`src/rtl/sd_card_fsm_if.sv`:
```
// Command/response/data-strobe bundle between the SD CMD receiver, this responder and the DAT engine.
interface sd_card_fsm_if;
    logic         icmd_valid;
    logic [5:0]   icmd_index;
    logic [31:0]  icmd_arg;
    logic         icrc_ok;
    logic         iresp_ready;
    logic         iprog_done;
    logic         oresp_valid;
    logic [2:0]   oresp_type;
    logic [119:0] oresp;
    logic         ord_start;
    logic         owr_start;
    logic         ostat_start;
    logic         odata_stop;
    logic [31:0]  oaddr;
    logic [3:0]   ocard_state;

    modport master (
        output icmd_valid, icmd_index, icmd_arg, icrc_ok, iresp_ready, iprog_done,
        input  oresp_valid, oresp_type, oresp, ord_start, owr_start, ostat_start,
        input  odata_stop, oaddr, ocard_state
    );

    modport slave (
        input  icmd_valid, icmd_index, icmd_arg, icrc_ok, iresp_ready, iprog_done,
        output oresp_valid, oresp_type, oresp, ord_start, owr_start, ostat_start,
        output odata_stop, oaddr, ocard_state
    );
endinterface

```
`src/rtl/sd_card_fsm.sv`:
```
// Card-side SD command responder: card state, RCA, APP_CMD context and R1/R2/R3/R6/R7 generation.
// Define SD_CARD_CRC_CHECK_EN to refuse execution of commands whose CRC7 check failed.
module sd_card_fsm #(
    parameter logic [15:0] RCA_VAL     = 16'h1234,
    parameter int          BUSY_CNT    = 2,
    parameter int          NCR         = 2,
    parameter logic [3:0]  READ_BL_LEN = 4'd9,
    parameter logic [11:0] C_SIZE      = 12'd1023,
    parameter logic [2:0]  C_SIZE_MULT = 3'd7
) (
    input  logic         iclk,
    input  logic         irst,
    sd_card_fsm_if.slave bus
);

    typedef enum logic [3:0] {
        ST_IDLE  = 4'd0,
        ST_READY = 4'd1,
        ST_IDENT = 4'd2,
        ST_STBY  = 4'd3,
        ST_TRAN  = 4'd4,
        ST_DATA  = 4'd5,
        ST_RCV   = 4'd6,
        ST_PRG   = 4'd7,
        ST_INA   = 4'd15
    } state_t;

    localparam logic [2:0]   RT_NONE = 3'd0;
    localparam logic [2:0]   RT_R1   = 3'd1;
    localparam logic [2:0]   RT_R2   = 3'd2;
    localparam logic [2:0]   RT_R3   = 3'd3;
    localparam logic [2:0]   RT_R6   = 3'd6;
    localparam logic [2:0]   RT_R7   = 3'd7;
    localparam logic [3:0]   NCR_L   = 4'(NCR);
    localparam logic [7:0]   BUSY_L  = 8'(BUSY_CNT);
    localparam logic [32:0]  CAP_BLOCKS = (33'(C_SIZE) + 33'd1) << (int'(C_SIZE_MULT) + 2);
    localparam logic [119:0] CID_WORD = 120'h01;
    localparam logic [119:0] CSD_WORD = (120'(READ_BL_LEN) << 72) | (120'(C_SIZE) << 54)
                                      | (120'(C_SIZE_MULT) << 39);

    state_t         state_q, state_d;
    logic [15:0]    rca_q, rca_d;
    logic           app_q, app_d;
    logic [7:0]     busy_q, busy_d;
    logic           ill_q, ill_d;
    logic           crc_q, crc_d;
    logic [22:0]    blk_q, blk_d;
    logic [31:0]    addr_q, addr_d;
    logic           resp_valid_q, resp_valid_d;
    logic [2:0]     resp_type_q, resp_type_d;
    logic [119:0]   resp_q, resp_d;
    logic [3:0]     ncr_q, ncr_d;
    logic           rd_start_q, rd_start_d;
    logic           wr_start_q, wr_start_d;
    logic           stat_start_q, stat_start_d;
    logic           stop_q, stop_d;

    logic           accept, addressed, crc_bad;
    logic           r1_req, oor, illegal;
    logic           exec_rd, exec_wr, exec_stat, exec_stop;
    logic [2:0]     exec_type;
    logic [119:0]   exec_payload;

    // A response still counting down NCR or awaiting iresp_ready blocks new commands.
    assign accept = bus.icmd_valid && !resp_valid_q && (ncr_q == 4'd0);

    assign addressed = (bus.icmd_index == 6'd7)  || (bus.icmd_index == 6'd9) ||
                       (bus.icmd_index == 6'd13) || (bus.icmd_index == 6'd15) ||
                       (bus.icmd_index == 6'd55);

`ifdef SD_CARD_CRC_CHECK_EN
    assign crc_bad = ~bus.icrc_ok;
`else
    assign crc_bad = 1'b0;
`endif

    always_ff @(posedge iclk) begin
        if (irst) begin
            state_q      <= ST_IDLE;
            rca_q        <= '0;
            app_q        <= 1'b0;
            busy_q       <= '0;
            ill_q        <= 1'b0;
            crc_q        <= 1'b0;
            blk_q        <= '0;
            addr_q       <= '0;
            resp_valid_q <= 1'b0;
            resp_type_q  <= RT_NONE;
            resp_q       <= '0;
            ncr_q        <= '0;
            rd_start_q   <= 1'b0;
            wr_start_q   <= 1'b0;
            stat_start_q <= 1'b0;
            stop_q       <= 1'b0;
        end else begin
            state_q      <= state_d;
            rca_q        <= rca_d;
            app_q        <= app_d;
            busy_q       <= busy_d;
            ill_q        <= ill_d;
            crc_q        <= crc_d;
            blk_q        <= blk_d;
            addr_q       <= addr_d;
            resp_valid_q <= resp_valid_d;
            resp_type_q  <= resp_type_d;
            resp_q       <= resp_d;
            ncr_q        <= ncr_d;
            rd_start_q   <= rd_start_d;
            wr_start_q   <= wr_start_d;
            stat_start_q <= stat_start_d;
            stop_q       <= stop_d;
        end
    end

    always_comb begin
        state_d      = state_q;
        rca_d        = rca_q;
        app_d        = app_q;
        busy_d       = busy_q;
        ill_d        = ill_q;
        crc_d        = crc_q;
        blk_d        = blk_q;
        addr_d       = addr_q;
        exec_type    = RT_NONE;
        exec_payload = '0;
        exec_rd      = 1'b0;
        exec_wr      = 1'b0;
        exec_stat    = 1'b0;
        exec_stop    = 1'b0;
        r1_req       = 1'b0;
        oor          = 1'b0;
        illegal      = 1'b0;

        if (accept && state_q != ST_INA) begin
            if (crc_bad) begin
                crc_d = 1'b1;
            end else if (addressed && bus.icmd_arg[31:16] != rca_q) begin
                app_d = 1'b0;
            end else begin
                app_d = 1'b0;
                case (bus.icmd_index)
                    6'd0: begin
                        state_d = ST_IDLE;
                        rca_d   = '0;
                        busy_d  = '0;
                    end
                    6'd8: begin
                        if (state_q == ST_IDLE) begin
                            exec_type    = RT_R7;
                            exec_payload = {88'd0, 20'd0, bus.icmd_arg[11:0]};
                        end else illegal = 1'b1;
                    end
                    6'd55: begin
                        app_d  = 1'b1;
                        r1_req = 1'b1;
                    end
                    6'd41: begin
                        if (app_q && state_q == ST_IDLE) begin
                            if (bus.icmd_arg[21:20] == 2'b00) begin
                                state_d = ST_INA;
                            end else if (busy_q >= BUSY_L) begin
                                exec_type    = RT_R3;
                                exec_payload = {88'd0, 1'b1, 9'd0, 2'b11, 20'd0};
                                state_d      = ST_READY;
                            end else begin
                                exec_type    = RT_R3;
                                exec_payload = {88'd0, 1'b0, 9'd0, 2'b11, 20'd0};
                                busy_d       = busy_q + 8'd1;
                            end
                        end else illegal = 1'b1;
                    end
                    6'd2: begin
                        if (state_q == ST_READY) begin
                            exec_type    = RT_R2;
                            exec_payload = CID_WORD;
                            state_d      = ST_IDENT;
                        end else illegal = 1'b1;
                    end
                    6'd3: begin
                        if (state_q == ST_IDENT) begin
                            exec_type    = RT_R6;
                            exec_payload = {88'd0, RCA_VAL, 16'h0500};
                            rca_d        = RCA_VAL;
                            state_d      = ST_STBY;
                        end else illegal = 1'b1;
                    end
                    6'd9: begin
                        if (state_q == ST_STBY) begin
                            exec_type    = RT_R2;
                            exec_payload = CSD_WORD;
                        end else illegal = 1'b1;
                    end
                    6'd7: begin
                        if (state_q == ST_STBY) begin
                            r1_req  = 1'b1;
                            state_d = ST_TRAN;
                        end else illegal = 1'b1;
                    end
                    6'd6: begin
                        if (state_q == ST_TRAN) begin
                            r1_req    = 1'b1;
                            exec_stat = 1'b1;
                        end else illegal = 1'b1;
                    end
                    6'd23: begin
                        if (app_q && state_q == ST_TRAN) begin
                            r1_req = 1'b1;
                            blk_d  = bus.icmd_arg[22:0];
                        end else illegal = 1'b1;
                    end
                    6'd18: begin
                        if (state_q != ST_TRAN) begin
                            illegal = 1'b1;
                        end else if ({1'b0, bus.icmd_arg} >= CAP_BLOCKS) begin
                            r1_req = 1'b1;
                            oor    = 1'b1;
                        end else begin
                            r1_req  = 1'b1;
                            addr_d  = bus.icmd_arg;
                            exec_rd = 1'b1;
                            state_d = ST_DATA;
                        end
                    end
                    6'd25: begin
                        if (state_q == ST_TRAN) begin
                            r1_req  = 1'b1;
                            addr_d  = bus.icmd_arg;
                            exec_wr = 1'b1;
                            state_d = ST_RCV;
                        end else illegal = 1'b1;
                    end
                    6'd12: begin
                        if (state_q == ST_DATA || state_q == ST_RCV) begin
                            r1_req    = 1'b1;
                            exec_stop = 1'b1;
                            state_d   = (state_q == ST_DATA) ? ST_TRAN : ST_PRG;
                        end else illegal = 1'b1;
                    end
                    6'd13: begin
                        if (state_q inside {ST_STBY, ST_TRAN, ST_DATA, ST_RCV, ST_PRG}) r1_req = 1'b1;
                        else illegal = 1'b1;
                    end
                    6'd15: state_d = ST_INA;
                    default: illegal = 1'b1;
                endcase
            end
        end

        if (illegal) ill_d = 1'b1;

        // Status reflects the state at accept time; reporting consumes the sticky error bits.
        if (r1_req) begin
            exec_type    = RT_R1;
            exec_payload = {88'd0, oor, 7'd0, crc_q, ill_q, 9'd0, state_q,
                            (state_q != ST_PRG), 2'b00,
                            (app_q || bus.icmd_index == 6'd55), 5'd0};
            ill_d        = 1'b0;
            crc_d        = 1'b0;
        end

        // Programming completion is applied after the command has been judged against PRG.
        if (state_q == ST_PRG && state_d == ST_PRG && bus.iprog_done) state_d = ST_TRAN;
    end

    always_comb begin
        resp_valid_d = resp_valid_q;
        resp_type_d  = resp_type_q;
        resp_d       = resp_q;
        ncr_d        = ncr_q;
        rd_start_d   = exec_rd;
        wr_start_d   = exec_wr;
        stat_start_d = exec_stat;
        stop_d       = exec_stop;

        if (resp_valid_q && bus.iresp_ready) resp_valid_d = 1'b0;
        if (ncr_q != 4'd0) begin
            ncr_d = ncr_q - 4'd1;
            if (ncr_q == 4'd1) resp_valid_d = 1'b1;
        end
        if (exec_type != RT_NONE) begin
            resp_type_d = exec_type;
            resp_d      = exec_payload;
            ncr_d       = NCR_L;
        end
    end

    assign bus.oresp_valid = resp_valid_q;
    assign bus.oresp_type  = resp_valid_q ? resp_type_q : RT_NONE;
    assign bus.oresp       = resp_valid_q ? resp_q : '0;
    assign bus.ord_start   = rd_start_q;
    assign bus.owr_start   = wr_start_q;
    assign bus.ostat_start = stat_start_q;
    assign bus.odata_stop  = stop_q;
    assign bus.oaddr       = addr_q;
    assign bus.ocard_state = state_q;

endmodule

```
`src/flat_wrapper.sv`:
```
// flat-port wrapper written by rule: the top's interface ports become plain ports
module sd_card_fsm_flat 
#(
    parameter logic [15:0] RCA_VAL     = 16'h1234,
    parameter int          BUSY_CNT    = 2,
    parameter int          NCR         = 2,
    parameter logic [3:0]  READ_BL_LEN = 4'd9,
    parameter logic [11:0] C_SIZE      = 12'd1023,
    parameter logic [2:0]  C_SIZE_MULT = 3'd7
)
  (iclk, irst, bus_icmd_valid, bus_icmd_index, bus_icmd_arg, bus_icrc_ok, bus_iresp_ready, bus_iprog_done, bus_oresp_valid, bus_oresp_type, bus_oresp, bus_ord_start, bus_owr_start, bus_ostat_start, bus_odata_stop, bus_oaddr, bus_ocard_state);
  sd_card_fsm_if bus_i ();
  input  logic iclk;
  input  logic irst;
  input wire logic [$bits(bus_i.icmd_valid)-1:0] bus_icmd_valid;
  input wire logic [$bits(bus_i.icmd_index)-1:0] bus_icmd_index;
  input wire logic [$bits(bus_i.icmd_arg)-1:0] bus_icmd_arg;
  input wire logic [$bits(bus_i.icrc_ok)-1:0] bus_icrc_ok;
  input wire logic [$bits(bus_i.iresp_ready)-1:0] bus_iresp_ready;
  input wire logic [$bits(bus_i.iprog_done)-1:0] bus_iprog_done;
  output wire logic [$bits(bus_i.oresp_valid)-1:0] bus_oresp_valid;
  output wire logic [$bits(bus_i.oresp_type)-1:0] bus_oresp_type;
  output wire logic [$bits(bus_i.oresp)-1:0] bus_oresp;
  output wire logic [$bits(bus_i.ord_start)-1:0] bus_ord_start;
  output wire logic [$bits(bus_i.owr_start)-1:0] bus_owr_start;
  output wire logic [$bits(bus_i.ostat_start)-1:0] bus_ostat_start;
  output wire logic [$bits(bus_i.odata_stop)-1:0] bus_odata_stop;
  output wire logic [$bits(bus_i.oaddr)-1:0] bus_oaddr;
  output wire logic [$bits(bus_i.ocard_state)-1:0] bus_ocard_state;
  assign bus_i.icmd_valid = bus_icmd_valid;
  assign bus_i.icmd_index = bus_icmd_index;
  assign bus_i.icmd_arg = bus_icmd_arg;
  assign bus_i.icrc_ok = bus_icrc_ok;
  assign bus_i.iresp_ready = bus_iresp_ready;
  assign bus_i.iprog_done = bus_iprog_done;
  assign bus_oresp_valid = bus_i.oresp_valid;
  assign bus_oresp_type = bus_i.oresp_type;
  assign bus_oresp = bus_i.oresp;
  assign bus_ord_start = bus_i.ord_start;
  assign bus_owr_start = bus_i.owr_start;
  assign bus_ostat_start = bus_i.ostat_start;
  assign bus_odata_stop = bus_i.odata_stop;
  assign bus_oaddr = bus_i.oaddr;
  assign bus_ocard_state = bus_i.ocard_state;
  sd_card_fsm #(.RCA_VAL(RCA_VAL), .BUSY_CNT(BUSY_CNT), .NCR(NCR), .READ_BL_LEN(READ_BL_LEN), .C_SIZE(C_SIZE), .C_SIZE_MULT(C_SIZE_MULT)) u_core (.iclk(iclk), .irst(irst), .bus(bus_i));
endmodule
```
`config.mk`:
```
export PLATFORM = sky130hd
export DESIGN_NAME = sd_card_fsm_flat
export DESIGN_NICKNAME = d
export VERILOG_FILES = /design/src/rtl/sd_card_fsm_if.sv /design/src/rtl/sd_card_fsm.sv /design/src/flat_wrapper.sv
export SDC_FILE = /design/constraint.sdc
export NUM_CORES = 1
export LEC_CHECK = 0
export CAP_MARGIN = 20
export CORE_MARGIN = 2
export CORE_UTILIZATION = 40
export CTS_BUF_LIST = sky130_fd_sc_hd__clkbuf_8
export CTS_CLUSTER_DIAMETER = 200
export CTS_CLUSTER_SIZE = 30
export DETAILED_ROUTE_END_ITERATION = 8
export MAX_ROUTING_LAYER = met4
export PLACE_DENSITY = 0.79
export SKIP_CTS_REPAIR_TIMING = 1
export SLEW_MARGIN = 30
export SYNTH_ARGS = -nofsm -noshare
export SYNTH_HDL_FRONTEND = slang
export SYNTH_SLANG_ARGS = --single-unit
```
`constraint.sdc`:
```
create_clock -name iclk -period 2.57 [get_ports iclk]
set_input_delay 0.514 -clock iclk [delete_from_list [all_inputs] [get_ports iclk]]
set_output_delay 0.514 -clock iclk [all_outputs]
set_load 0.005 [all_outputs]
```
* Yosys cells after proc, flatten, opt, wreduce, memory -nomap -nowiden
Index checks and enable logic that the tools add are counted.
Word-level totals: input bits 44, output and inout bits 164, register bits after elaboration 194, logic and storage cells 183
Operators by class: $lt $le $gt $ge 2, bitwise operators 6, add/sub/neg operators 2, eq/ne operators 34, multiplexer cells 83, reduce and logical (&&, ||, !) cells 40
Operators with widths (number):
- $mux W120 | 6
- $pmux W120 S5 | 1
- $mux W32 | 4
- $mux W76 | 1
- $pmux W32 S2 | 1
- $mux W4 | 12
- $pmux W4 S9 | 1
- $ge A32 B20 Y1 const B | 1
- $mux W1 | 32
- $pmux W16 S2 | 1
- $eq A6 B4 Y1 const B | 5
- $mux W29 | 1
- $mux W3 | 8
- $mux W8 | 3
- $eq A4 B3 Y1 const B | 5
- $eq A6 B5 Y1 const B | 3
- $mux W16 | 1
- $ne A16 B16 Y1 | 1
- $pmux W8 S2 | 1
- $pmux W3 S5 | 1
- $eq A6 B2 Y1 const B | 2
- $eq A6 B3 Y1 const B | 2
- $eq A6 B6 Y1 const B | 2
- $mux W12 | 1
- 29 further kinds | 71

* Depth between registers and ports, before layout
depth in word-level cells 12, gate-level depth with buffers 11, mapped depth without buffers 8

* Least setup slack after synthesis
No wires, ideal clock.
path kind in2reg, start point input bus_icmd_index[5], end point register u_core.resp_q[28], buffers on the path 4, stages 10, library setup time 0.117 ns, slack -0.155 ns, data required time 2.453 ns, arrival 2.608 ns, cells stage by stage clkbuf_1 > or4_1 > buf_2 > or4_4 > o2111ai_4 > o211ai_4 > and2_4 > buf_6 > buf_6 > a22o_1
Between the ends: longest elaborated chain between the ends 10, elaborated cells on any way between the ends 32, classes of those cells eq/ne (14); mux (11); reduce/logical (7)
RTL lines:
- start, declared | RTL line flat_wrapper.sv:16 | input wire logic [$bits(bus_i.icmd_index)-1:0] bus_icmd_index;
- branches (longest 10 deep; another with $pmux W1 S7)
- end signal, assigned | RTL line sd_card_fsm.sv:106 | resp_q <= resp_d;
- end, declared | RTL line sd_card_fsm.sv:51 | logic [119:0] resp_q, resp_d;
Several ways; the timed one is not identified. A chain may end at the register's enable or synchronous reset.

* Final worst setup path
start point input bus_icmd_arg[21], end point register u_core.addr_q[0] (netlist: u_core.bus.oaddr[0])
Between the ends: longest elaborated chain between the ends 4, elaborated cells on any way between the ends 6, classes of those cells order compare (1); eq/ne (2); bitwise (1); reduce/logical (2)
RTL lines:
- start, declared | RTL line flat_wrapper.sv:17 | input wire logic [$bits(bus_i.icmd_arg)-1:0] bus_icmd_arg;
- branches (longest 3 deep; another with $ge A32 B20 Y1)
- $reduce_and A6 Y1 (no line) (*)
- end signal, assigned | RTL line sd_card_fsm.sv:103 | addr_q <= addr_d;
- end, declared | RTL line sd_card_fsm.sv:48 | logic [31:0] addr_q, addr_d;
Every way passes the cells marked *.

==> flow_summary.yaml <==
placed_design:
  dp_hpwl_um: 12050
  dpl.cell_count: 899
  place_area_um2: 6459
  place.gp.congestion: 0.9332
  dp_slack_ns: -0.4435
  port_buffers: 121
critical_path:
  cp-start-kind: "primary input"
  crit_slowest_cell: "a2111o_2"
  crit_path_cell_trace: "clkdlybuf4s50_1 > buf_4 > and4_1 > a22oi_2 > o221a_2 > a2111o_2 > buf_12 > mux2i_1 > nor2_1"
  crit_arrival_ns: 2.80
  critPathMaxStageDelay_ns: 0.53
  cp_top_family: "compound AO/OA/AOI/OAI gates"
  critical_path_buf_inv_count: 3
  crit_path_end_kind: "register"
  path_class: "primary input to register"
  critPathMaxFanout: 8
  critPathRequiredTime_ns: 2.80
timing:
  maxSlewHeadroom_pct: 62.61
  tightestPinTransition_ns: 0.5537
  slew_violations: 0
  skew_ns: 0.01614
  setup_viol_count_final: 1
  fin_crit_sh_pct: 100.2
  min_period_ns: 2.574
  hold_viol: 0
  rsz0062_at_grt: "yes"
  setup_ws_ns: -0.004313
  fmax_mhz: 388.5
outcome:
  violations: "setup timing"
  status: "finished with violations"
route:
  routed_wl_um: 16090
  drc: 0
  drt_iter0_drc: 326
  route.vias.total: 4757
  firstDrtPassIters: 5
  ant_nets: 0
  wl_per_cell_um: 17.42
  viasPerCell: 5.148
cells_and_area:
  final_cell_count_no_fill: 924
  fin_nets: 818
  finalInstanceArea_um2: 6972
  drive_gt1_share_pct: 20.85
  areaGrowthSynthToFinish_pct: 41.49
  diodes: 0
  nFillCells: 1047
synth:
  synth-seq-area-share_pct: 31.28
  postSynthAreaPerCell_um2: 8.337
  synth_cells: 591
  yosysTopAreaCell: "dfxtp_1"
  synth_cell_types: 75
  synthMuxAreaShare_pct: 7.110
  synth_xor_area_share_pct: 0.5333
  synth_top_family_by_area: "simple AND/OR/NAND/NOR gates"
  synth_area_leaders: "dfxtp_1 31%, buf_4 16%, mux2i_1 7.1%, nor2_1 5.3%, and2_1 3.3%"
  ys.flop_type: "dfxtp_1"
  synth-compound-area-share_pct: 16.10
  synth-seq-cells: 77
  syn-cell-area_um2: 4927
  synth-adder-area-share_pct: 0.5079
  synthSimpleGateAreaFrac_pct: 24.86
  synth_commonest_cells: "102 x buf_4, 77 x dfxtp_1, 69 x nor2_1, 35 x mux2i_1, 26 x and2_1"
  yosys.area.top_type_share_pct: 31.28
  synthArstFlopShare_pct: 0
  synth_edf_count: 0
  yosysMostFrequentCell: "buf_4"
  synth_warnings: 0
power_and_ir_drop:
  vdd_drop_max_uv: 331.2
  net-switching-power_mw: 0.6975
  clockPowerShare_pct: 40.7
  leakage_nw: 3.095
  power_frac_comb_pct: 13.7
  p_sw_share_pct: 26.60
  p_seq_share_pct: 45.7
  internal-power_mw: 1.924
  cellPowerDensity_nw_per_um2: 376.1
floorplan:
  rows: 40
  die_h_um: 115.0
  coreArea_um2: 12010
  dieArea_um2: 13220
  ios: 208
  fp.dieW_um: 115.0
  start_util_pct: 41.02
global_routing:
  grt_pass1_wl_um: 23120
  antenna_found_initial: 0
  overflow: 0
  grt_pass1_vias: 4319
  grt_usage_pct: 23.05
  grt_max_degree: 42
clocking:
  cts_tree: "yes"
  clkTransAtPathRegs_ns: 0.08
  clockBufferDepth: 2
  htreeDepth: 3
  cts_num_sinks: 77
  cts_made_buffers: 9
  clk_latency_ns: 0.36
  root_buffer: "clkbuf_8"
hold_path:
  worstHoldPathType: "register to register"
run:
  cap_viol_max_count: 0
## cell usage in the layout (no fill, tap or decap), types with 4 or more instances in the layout
master / synthesis / layout
nand3_1: 13 / 13
a22o_1: 7 / 7
a41oi_1: 4 / 4
a211oi_1: 4 / 4
a32oi_1: 4 / 4
o21ai_0: 11 / 11
nand2b_1: 10 / 8
nand2_1: 22 / 21
or4_4: 1 / 4
and2_1: 26 / 26
conb_1: 1 / 85
inv_1: 6 / 6
nor4_2: 1 / 6
buf_6: 3 / 5
nor2_1: 69 / 68
nor3b_1: 5 / 4
dfxtp_1: 77 / 77
dlymetal6s2s_1: 0 / 9
nor4_1: 13 / 8
clkdlybuf4s50_1: 0 / 111
buf_4: 102 / 94
a21oi_1: 18 / 18
mux2i_1: 35 / 34
nor4b_1: 4 / 4
nor3_1: 13 / 12
and3_1: 6 / 6
nor2b_1: 10 / 9
clkbuf_8: 0 / 9
o211ai_1: 4 / 4
o22ai_1: 5 / 5
## stage by stage
step | hold slack [ns] | util [%] | power, mW | setup TNS [ns]
2_1_floorplan | 0.4178 | - | 1.471 | -0.4117
3_3_place_gp | 0.4388 | 53.77 | 1.549 | -22.07
3_5_place_dp | 0.4410 | 53.77 | 1.552 | -23.66
4_1_cts | 0.4653 | 55.68 | 2.605 | -0.9656
5_1_grt | 0.4768 | 58.04 | 2.719 | -0.2020
6_report | 0.4703 | 58.04 | 2.622 | -0.004313
## state kept, by name (all words and copies together), names as in the netlist, 3 cells and up
name and cells:
u_core.bus.oaddr 32, u_core.resp_q 18, u_core.busy_q 8, u_core.bus.ocard_state 4
u_core.ncr_q 4, u_core.resp_type_q 3
## final timing paths
path | endpoint | from | slack [ns] | cells after the start
setup / recovery | u_core.bus.oaddr[0] | bus_icmd_arg[21] | -0.004 | 9
hold / removal | u_core.resp_type_q[0] | u_core.resp_type_q[0] | 0.47 | 1
hold reg to reg | u_core.resp_type_q[0] | u_core.resp_type_q[0] | 0.47 | 1
setup reg to reg | u_core.resp_q[9] | u_core.bus.ocard_state[3] | 0.11 | 7
## cell families (layout without fill, tap and decap cells)
family / count (synthesis) / in the layout
fa+ha+maj: 2 / 2
xor+xnor: 3 / 3
simple gates: 224 / 225
flops: 77 / 77
compound gates: 103 / 103
mux: 35 / 35
other cells: 1 / 85
buf+inv: 146 / 247
## layout make-up
type	instances	area [um2]	share of cell area, %
Sequential cell	77	1541	22.11
Inverter	6	22.52	0.3230
Multi-Input combinational cell	453	2894	41.51
Tap cell	147	183.9	2.638
Clock buffer	9	123.9	1.777
Timing Repair Buffer	225	2101	30.13
Clock inverter	7	105.1	1.508
## power groups by stage
stage | Combinational [mW] | Sequential [mW] | Clock [mW]
after detailed placement | 0.327 | 1.23 | 0
after CTS | 0.329 | 1.20 | 1.08
after global routing | 0.386 | 1.20 | 1.14
after floorplan | 0.246 | 1.22 | 0
final | 0.358 | 1.20 | 1.07
after global placement | 0.324 | 1.22 | 0
## routing by layer
layer | global-route usage (%) | up-vias | part of all wire [%]
met5 | - | - | 0
met4 | 4.900 | 0 | 1.2
met3 | 3.057 | 15 | 5.5
met2 | 38.47 | 179 | 50
met1 | 29.92 | 2277 | 44
li1 | - | 2286 | -
## worst reg2reg max path: cells and delay by family (launching register included)
kind                   cells  cell delay, ns
AO/OA/AOI/OAI              3            0.64
AND/OR/NAND/NOR            3            1.22
flip-flops                 1            0.34
buffers and inverters      1            0.16
Note: power is estimated with default switching activity, not from simulation.
